===== config.mk =====
export PLATFORM = sky130hd
export DESIGN_NAME = mem_arbiter
export DESIGN_NICKNAME = d
export VERILOG_FILES = /design/src/rtl/edic_pkg.sv /design/src/rtl/mem_arbiter.sv
export SDC_FILE = /design/constraint.sdc
export NUM_CORES = 1
export LEC_CHECK = 0
export CORE_ASPECT_RATIO = 1.5
export CORE_UTILIZATION = 39
export CTS_CLUSTER_SIZE = 12
export DETAILED_ROUTE_END_ITERATION = 8
export PLACE_DENSITY = 0.81
export SYNTH_ARGS = -nofsm -noshare
export SYNTH_HDL_FRONTEND = slang
export SYNTH_SLANG_ARGS = --single-unit

===== constraint.sdc =====
create_clock -name i_clk -period 1.8 [get_ports i_clk]
set_input_delay 0.36 -clock i_clk [delete_from_list [all_inputs] [get_ports i_clk]]
set_output_delay 0.36 -clock i_clk [all_outputs]
set_load 0.02 [all_outputs]

===== src/rtl/edic_pkg.sv =====
// Shared types for the RAM port arbiter: FSM state encoding and RAM data width.
package edic_pkg;

    localparam int RAM_DATA_W = 8;

    typedef enum logic [2:0] {
        ST_CPU,
        ST_DRAIN,
        ST_GRANT,
        ST_ADDR,
        ST_DATA,
        ST_ACK,
        ST_QUANT
    } mem_arb_state_t;

    function automatic logic stallIn(input mem_arb_state_t s);
        return s inside {ST_DRAIN, ST_GRANT, ST_ADDR, ST_DATA, ST_ACK};
    endfunction

    function automatic logic gntIn(input mem_arb_state_t s);
        return s inside {ST_GRANT, ST_ADDR, ST_DATA, ST_ACK};
    endfunction

endpackage


===== src/rtl/mem_arbiter.sv =====
// Shares one RAM port between the CPU datapath and a loader/debug requester,
// with a burst limit and a guaranteed CPU quantum after a forced release.
module mem_arbiter
    import edic_pkg::*;
#(
    parameter int ADDR_W      = 8,
    parameter int MAX_BURST   = 16,
    parameter int CPU_QUANTUM = 8
) (
    input  logic                  i_clk,
    input  logic                  i_nReset,
    input  logic                  i_cpuStepZero,
    input  logic                  i_cpuAddrEn,
    input  logic                  i_cpuWriteEn,
    input  logic                  i_cpuOE,
    input  logic                  i_cpuSelect,
    input  logic [ADDR_W-1:0]     i_cpuAddr,
    input  logic [RAM_DATA_W-1:0] i_cpuWData,
    output logic [RAM_DATA_W-1:0] o_cpuRData,
    output logic                  o_cpuStall,
    input  logic                  i_ldReq,
    input  logic                  i_ldWrite,
    input  logic                  i_ldSelect,
    input  logic [ADDR_W-1:0]     i_ldAddr,
    input  logic [RAM_DATA_W-1:0] i_ldWData,
    output logic                  o_ldGnt,
    output logic                  o_ldAck,
    output logic [RAM_DATA_W-1:0] o_ldRData,
    output logic                  o_ramAddrEn,
    output logic                  o_ramWriteEn,
    output logic                  o_ramOE,
    output logic                  o_ramSelect,
    output logic [ADDR_W-1:0]     o_ramAddr,
    output logic [RAM_DATA_W-1:0] o_ramWData,
    input  logic [RAM_DATA_W-1:0] i_ramRData,
    output mem_arb_state_t        o_dbgState
);

    localparam int BURST_W = (MAX_BURST < 1) ? 1 : $clog2(MAX_BURST + 1);
    localparam int QUANT_W = (CPU_QUANTUM < 1) ? 1 : $clog2(CPU_QUANTUM + 1);

    // Loader handshake: i_ldReq held high means the ld* fields are valid; they are
    // taken in the GRANT cycle, o_ldAck marks completion, and new fields may be
    // presented from the ack cycle onward for the next transaction.
    mem_arb_state_t        state, nextState;
    logic [BURST_W-1:0]    burstCnt, burstNext;
    logic [QUANT_W-1:0]    quantCnt;
    logic                  burstLimit;
    logic [ADDR_W-1:0]     capAddr;
    logic [RAM_DATA_W-1:0] capWData;
    logic                  capWrite;
    logic                  capSelect;

    always_comb begin
        burstNext  = (burstCnt == '1) ? burstCnt : burstCnt + BURST_W'(1);
        burstLimit = (MAX_BURST != 0) && (burstNext == BURST_W'(MAX_BURST));
    end

    always_comb begin
        nextState = state;
        case (state)
            ST_CPU:   if (i_ldReq) nextState = ST_DRAIN;
            ST_DRAIN: if (!i_ldReq) nextState = ST_CPU;
                      else if (i_cpuStepZero) nextState = ST_GRANT;
            ST_GRANT: nextState = i_ldReq ? ST_ADDR : ST_CPU;
            ST_ADDR:  nextState = ST_DATA;
            ST_DATA:  nextState = ST_ACK;
            ST_ACK:   nextState = burstLimit ? ST_QUANT : ST_GRANT;
            ST_QUANT: if (quantCnt <= QUANT_W'(1)) nextState = i_ldReq ? ST_DRAIN : ST_CPU;
            default:  nextState = ST_CPU;
        endcase
    end

    always_ff @(posedge i_clk or negedge i_nReset) begin
        if (!i_nReset) begin
            state      <= ST_CPU;
            burstCnt   <= '0;
            quantCnt   <= '0;
            o_cpuStall <= 1'b0;
            o_ldGnt    <= 1'b0;
            o_ldAck    <= 1'b0;
            o_ldRData  <= '0;
            capAddr    <= '0;
            capWData   <= '0;
            capWrite   <= 1'b0;
            capSelect  <= 1'b0;
        end else begin
            state      <= nextState;
            o_cpuStall <= stallIn(nextState);
            o_ldGnt    <= gntIn(nextState);
            o_ldAck    <= (nextState == ST_ACK);
            case (state)
                ST_GRANT: begin
                    if (i_ldReq) begin
                        capAddr   <= i_ldAddr;
                        capWData  <= i_ldWData;
                        capWrite  <= i_ldWrite;
                        capSelect <= i_ldSelect;
                    end else begin
                        burstCnt  <= '0;
                    end
                end
                ST_DATA: if (!capWrite) o_ldRData <= i_ramRData;
                ST_ACK: begin
                    if (burstLimit) begin
                        burstCnt <= '0;
                        quantCnt <= QUANT_W'(CPU_QUANTUM);
                    end else begin
                        burstCnt <= burstNext;
                    end
                end
                ST_QUANT: if (quantCnt != '0) quantCnt <= quantCnt - QUANT_W'(1);
                default: ;
            endcase
        end
    end

    // RAM strobes are gated by reset directly so nothing reaches the RAM while held in reset.
    always_comb begin
        o_ramAddrEn  = 1'b0;
        o_ramWriteEn = 1'b0;
        o_ramOE      = 1'b0;
        o_ramSelect  = 1'b0;
        o_ramAddr    = '0;
        o_ramWData   = '0;
        if (i_nReset) begin
            case (state)
                ST_CPU, ST_DRAIN, ST_QUANT: begin
                    o_ramAddrEn  = i_cpuAddrEn;
                    o_ramWriteEn = i_cpuWriteEn;
                    o_ramOE      = i_cpuOE;
                    o_ramSelect  = i_cpuSelect;
                    o_ramAddr    = i_cpuAddr;
                    o_ramWData   = i_cpuWData;
                end
                ST_ADDR: begin
                    o_ramAddrEn  = 1'b1;
                    o_ramSelect  = capSelect;
                    o_ramAddr    = capAddr;
                    o_ramWData   = capWData;
                end
                ST_DATA: begin
                    o_ramWriteEn = capWrite;
                    o_ramOE      = ~capWrite;
                    o_ramSelect  = capSelect;
                    o_ramAddr    = capAddr;
                    o_ramWData   = capWData;
                end
                default: ;
            endcase
        end
    end

    assign o_cpuRData = i_ramRData;
    assign o_dbgState = state;

endmodule


==> results of run 1 <==
==> power breakdown <==
part	switching (mW)	leakage, nW	internal [mW]
Sequential	0.307	0.509	1.33
Clock	0.300	0.0455	0.313
Combinational	1.70	1.20	1.92
Total	2.31	1.75	3.55
==> state kept, by name (all words and copies together), names as in the netlist <==
| signal | flops |
|---|---|
| capWData | 8 |
| burstCnt | 5 |
| capSelect | 1 |
| capWrite | 1 |
| o_ldAck | 1 |
| o_cpuStall | 1 |
| capAddr | 8 |
| o_ldGnt | 1 |
| o_ldRData | 8 |
| o_dbgState | 3 |
| quantCnt | 4 |
==> cells in the final DEF (no fill, tap or decap), types with 3 or more instances in the layout <==
cell / netlist / routed
nand2_1: 9 / 7
ha_1: 3 / 3
dfrtp_2: 0 / 3
mux2_4: 0 / 15
nor2_1: 14 / 12
a21oi_1: 4 / 4
o21ai_0: 15 / 13
nor2b_2: 1 / 10
buf_12: 0 / 4
inv_1: 8 / 8
buf_4: 11 / 42
a22oi_1: 19 / 5
nor2b_1: 20 / 9
dfrtp_1: 41 / 38
clkbuf_8: 0 / 6
buf_6: 0 / 19
dlygate4sd2_1: 0 / 11
o21a_1: 3 / 3
a22oi_2: 0 / 14
o21ai_4: 0 / 4
clkdlybuf4s50_1: 0 / 59
mux2_2: 27 / 12
==> worst max-delay path, cell delays in order (launching register included) <==
cell,delay (ns)
dfrtp_2,0.46
buf_6,0.15
o21ai_4,0.21
clkbuf_16,0.21
a22oi_2,0.07
nor2b_1,0.14
buf_4,0.16
==> timing repair <==
action,in CTS,in global routing
gates resized for setup,138,38
hold endpoints to repair,4,0
hold buffers,1,0
endpoints found under the setup margin,30,47
gates cloned,2,1
pin swaps,7,13
setup buffers,11,4
==> final timing paths <==
check | start | end | slack [ns] | depth (start not counted)
hold reg to reg | o_ldRData[4] | o_ldRData[4] | 0.51 | 1
setup / recovery | o_dbgState[1] | o_ramWData[7] | -0.26 | 6
max in group asynchronous | i_nReset | capWData[1] | 0.96 | 3
setup reg to reg | o_dbgState[2] | capAddr[6] | -0.03 | 7
min in group i_clk | o_ldRData[4] | o_ldRData[4] | 0.51 | 1
hold / removal | i_nReset | capWData[0] | 0.13 | 3
==> per-stage QoR <==
stage | setup slack [ns] | cell area [µm²]
finish | -0.259 | 3970
global route | -0.295 | 3970
CTS | -0.184 | 3770
detailed placement | -0.469 | 3500
global placement | -0.421 | 3500
floorplan | 0.0228 | 2390
==> logic make-up (layout without fill, tap and decap cells) <==
logic type	Yosys count	in the layout	synth area share
simple gates	62	62	0.155
flops	41	41	0.443
fa+ha+maj	3	3	0.0162
xor+xnor	2	2	0.00756
mux	27	27	0.131
compound gates	59	61	0.177
buf+inv	30	155	0.0702
==> metal layers <==
layer / routed length, µm / GRT usage
met5: 0 / 0
met4: 284 / 0.0796
met3: 293 / 0.0317
met2: 4390 / 0.460
met1: 2670 / 0.246
==> layout make-up <==
class                           count  area, µm²  area share
Clock buffer                        8       90.1      0.0227
Inverter                            9       33.8     0.00851
Multi-Input combinational cell    155       1390       0.350
Sequential cell                    41       1030       0.259
Tap cell                           72       90.1      0.0227
Timing Repair Buffer              138       1340       0.336
==> impl_metrics.toml, run 1 <==
[run_status]
status = "finished, violations left"
violations = "setup timing"

[clocking]
clockRootBuffer = "clkbuf_8"
cts_buffers = 5
clockBufferDepth = 2
clk_pin_slew_ns = 0.07
cts.sinks = 41
cts_tree = "built"
htree_levels = 2
worstSkewPairLatency_ns = 0.29

[die]
core_area_um2 = 5740
die_w_um = 64.9
start_util = 0.403
fp.dieH_um = 96.4
dieArea_um2 = 6260
pin_count = 92
fp-row-count = 34

[detailed_routing]
routed_wl_mm = 7.64
first_pass_iters = 4
vias = 2294
avgRoutedWirePerCell_um = 18.1
via_per_inst = 5.42
drt_iter0_markers = 107
antenna_left = 0
post-route-drc-count = 0

[timing]
finalWorstSetupSlack_ns = -0.259
slew-limit-headroom = 0.688
tns_ns = -4.34
hold-worst-slack_ns = 0.132
rsz0062_at_grt = "yes"
slew_viol_final = 0
max_slew.worst_pin.slew_ns = 0.463
period_minus_slack_ns = 2.06
finClkSkew_ns = 0.00347
period_share = 1.14
setup_viol = 32
hold_violations = 0
max_freq_mhz = 486

[place]
io_buffers = 91
routabilityCongestion = 0.873
dpl.hpwl_mm = 4.62
placed_cells = 396

[final_layout]
utilization = 0.692
fill_cells = 398
nets = 403
syn_to_final_growth_pct = 71.5
drive_gt1_frac = 0.422
final-instance-count-excl-fill = 423
n_antenna_cell = 0

[synth]
synth_cell_type_count = 42
ys_seq_elements = 41
seq_area_frac_synth = 0.443
yosysTopAreaCell = "dfrtp_1"
syn-cell-area_um2 = 2320
synth_most_common_cell = "dfrtp_1"
yosys_warnings = 0
synth_cells = 224
async_flop_share = 1.00
synth_edf_count = 0
synth_area_per_cell_um2 = 10.3
synth_top_area_frac = 0.443
synth.area.top_cells = "dfrtp_1 44%, mux2_2 13%, a22oi_1 6.2%, nor2b_1 5.4%, buf_4 3.6%"
syn_nets = 277
synth_ff_type = "dfrtp_1"
synth_commonest_cells = "41 x dfrtp_1, 27 x mux2_2, 20 x nor2b_1"

[grt]
grt.total_usage = 0.233
grt_pass1_vias = 2252
antenna_found_initial = 0
grt_max_degree = 26
grt_pass1_wl_mm = 11.0
gr-total-overflow = 0

[min_path]
holdCritPathClass = "in -> async"

[power]
ir_drop_mv = 0.972
finalPower_mw = 5.86
p_leak_nw = 1.75
cellPowerDensity_nw_per_um2 = 1480

[worst_setup_path]
arrival_ns = 1.70
crit_fanout = 8
cp-start-kind = "register"
required_ns = 1.44
setup.worst_path.class = "reg -> out"
end_kind = "output port"

[flow_run]
maxCapViolCount = 0
Note: power is estimated with default switching activity, not from simulation.
==> inputs of run 2 (changes only) <==
PLACE_DENSITY = unset   (was 0.81)
PLACE_DENSITY_LB_ADDON = 0.3   (was unset)
==> run 2 against run 1 <==
Compared with the run above:
- the run still ends with setup timing left
- core utilization shrank 3.4 points
- die area is the same
- final cell count shrank 0.95%
==> impl_metrics.toml, run 2 (synthesis results as in run 1) <==
[die]
fp.dieH_um = 96.4
core_area_um2 = 5740
fp-row-count = 34
dieArea_um2 = 6260
pin_count = 92
die_w_um = 64.9
start_util = 0.403

[final_layout]
drive_gt1_frac = 0.401
seq_area_um2 = 1030
n_antenna_cell = 0
mostFrequentLayoutCells = "59 x clkdlybuf4s50_1, 52 x buf_4, 38 x dfrtp_1, 27 x mux2_2"
syn_to_final_growth_pct = 63.2
mostFrequentLayoutCell = "clkdlybuf4s50_1"
nets = 399
top_regs = "capAddr (8), capWData (8), o_ldRData (8)"
multi_input_area_um2 = 1260
fill_cells = 476

[timing]
hold-worst-slack_ns = 0.126
finalWorstSetupSlack_ns = -0.278
max_freq_mhz = 481
period_share = 1.15
finClkSkew_ns = 0.00701
hold_violations = 0
setup_viol = 20
rsz0062_at_grt = "yes"
period_minus_slack_ns = 2.08
slew-limit-headroom = 0.695
slew_viol_final = 0
max_slew.worst_pin.slew_ns = 0.456

[power]
p_leak_nw = 1.66
cellPowerDensity_nw_per_um2 = 1420
ir_drop_mv = 0.870

[grt]
grt_pass1_wl_mm = 9.69
grt.total_usage = 0.202
grt_pass1_vias = 2120
use_met1 = 0.226
grt_max_degree = 25
grt.busiest_layer = "met2"
gr-total-overflow = 0
antenna_found_initial = 0
met3_usage = 0.0411
met2_usage = 0.379

[min_path]
holdCritPathClass = "in -> async"

[worst_setup_path]
cp-start-kind = "register"
arrival_ns = 1.72
r2r_slack_ns = 0
rr_startpoint = "o_dbgState[1]"
required_ns = 1.44
r2r-end = "quantCnt[3]"
startpoint = "o_dbgState[1]"
crit_fanout = 7
endpoint = "o_ramAddr[1]"
end_kind = "output port"
worstRegToRegCells = 8
setup.worst_path.class = "reg -> out"

[detailed_routing]
antenna_left = 0
via_per_inst = 5.12
first_pass_iters = 4
drt_iter0_markers = 107
routed_wl_mm = 6.00
post-route-drc-count = 0
avgRoutedWirePerCell_um = 14.3
vias = 2146

[run_status]
violations = "setup timing"
status = "finished, violations left"

[place]
pre_cts_ws_ns = -0.432
io_buffers = 91
dpl.hpwl_mm = 4.18
routabilityCongestion = 0.821

[clocking]
cts_buffers = 5
worstSkewPairLatency_ns = 0.30
cts_tree = "built"
clockRootBuffer = "clkbuf_8"
clockBufferDepth = 2
clk_pin_slew_ns = 0.08
htree_levels = 2
cts.sinks = 41

[flow_run]
maxCapViolCount = 0
==> run 2: cell count changes in the layout (fill, tap and decap cells not counted), sizes merged <==
| cell | delta |
|---|---|
| o21ai | -2 |
| clkbuf | -4 |
| dlymetal6s2s | +2 |
| buf | -1 |
| dlygate4sd2 | -2 |
| clkinv | +2 |
| clkinvlp | +1 |
==> run 2: through the flow <==
stage	std cells	cell area (µm²)	TNS [ns]	utilization	total power [mW]
floorplan	224	2390	0	-	3.26
global placement	397	3500	-7.04	0.610	4.34
detailed placement	397	3500	-7.32	0.610	4.39
CTS	417	3710	-4.07	0.646	5.29
global route	419	3780	-6.11	0.658	5.71
finish	419	3780	-4.78	0.658	5.36
==> run 2: how the worst min path moves through the flow <==
stage                    end  slack [ns]  startpoint  cells after the start
2_1_floorplan    burstCnt[0]        0.06    i_nReset                      0
6_report       o_dbgState[2]        0.13    i_nReset                      3
3_3_place_gp     capWData[5]        0.30    i_nReset                      2
4_1_cts        o_dbgState[2]        0.13    i_nReset                      3
5_1_grt        o_dbgState[2]        0.14    i_nReset                      3
3_5_place_dp      capAddr[5]        0.30    i_nReset                      2
==> run 2: layout make-up <==
type / count / area share
clock buffers: 5 / 0.0182
flip-flops and latches: 41 / 0.273
clock inverters: 3 / 0.00464
inverters: 9 / 0.00894
multi-input cells: 153 / 0.334
repair buffers: 136 / 0.338
well taps: 72 / 0.0238
==> run 2: power by group <==
group,internal [mW],switching (mW)
Combinational,1.70,1.47
Sequential,1.32,0.272
Clock,0.268,0.323
Total,3.30,2.07
==> run 2: worst max-delay path, stage by stage (launching register included) <==
cell     delay, ns
dfrtp_2       0.45
buf_6         0.13
buf_4         0.13
o21ai_4       0.17
buf_6         0.17
a22oi_2       0.08
nor2b_1       0.13
buf_4         0.16
==> run 2: per-layer routing <==
metal | up-vias | share of wire
met4 | 0 | 0.010
met5 | - | 0
met1 | 1041 | 0.39
li1 | 1038 | -
met2 | 61 | 0.56
met3 | 6 | 0.044
==> run 2: repair_timing <==
item / 4_1_cts / 5_1_grt
pin swaps: 7 / 3
gates cloned: 1 / 0
gates resized for setup: 128 / 13
buffers inserted: 11 / 3
hold buffers: 1 / 0
hold endpoints to repair: 9 / 0
endpoints found under the setup margin: 29 / 29
==> inputs of run 3 (changes only) <==
CAP_MARGIN = 10   (was unset)
==> results of run 3 <==
Final layout, timing and power as in run 2 (identical DEF).
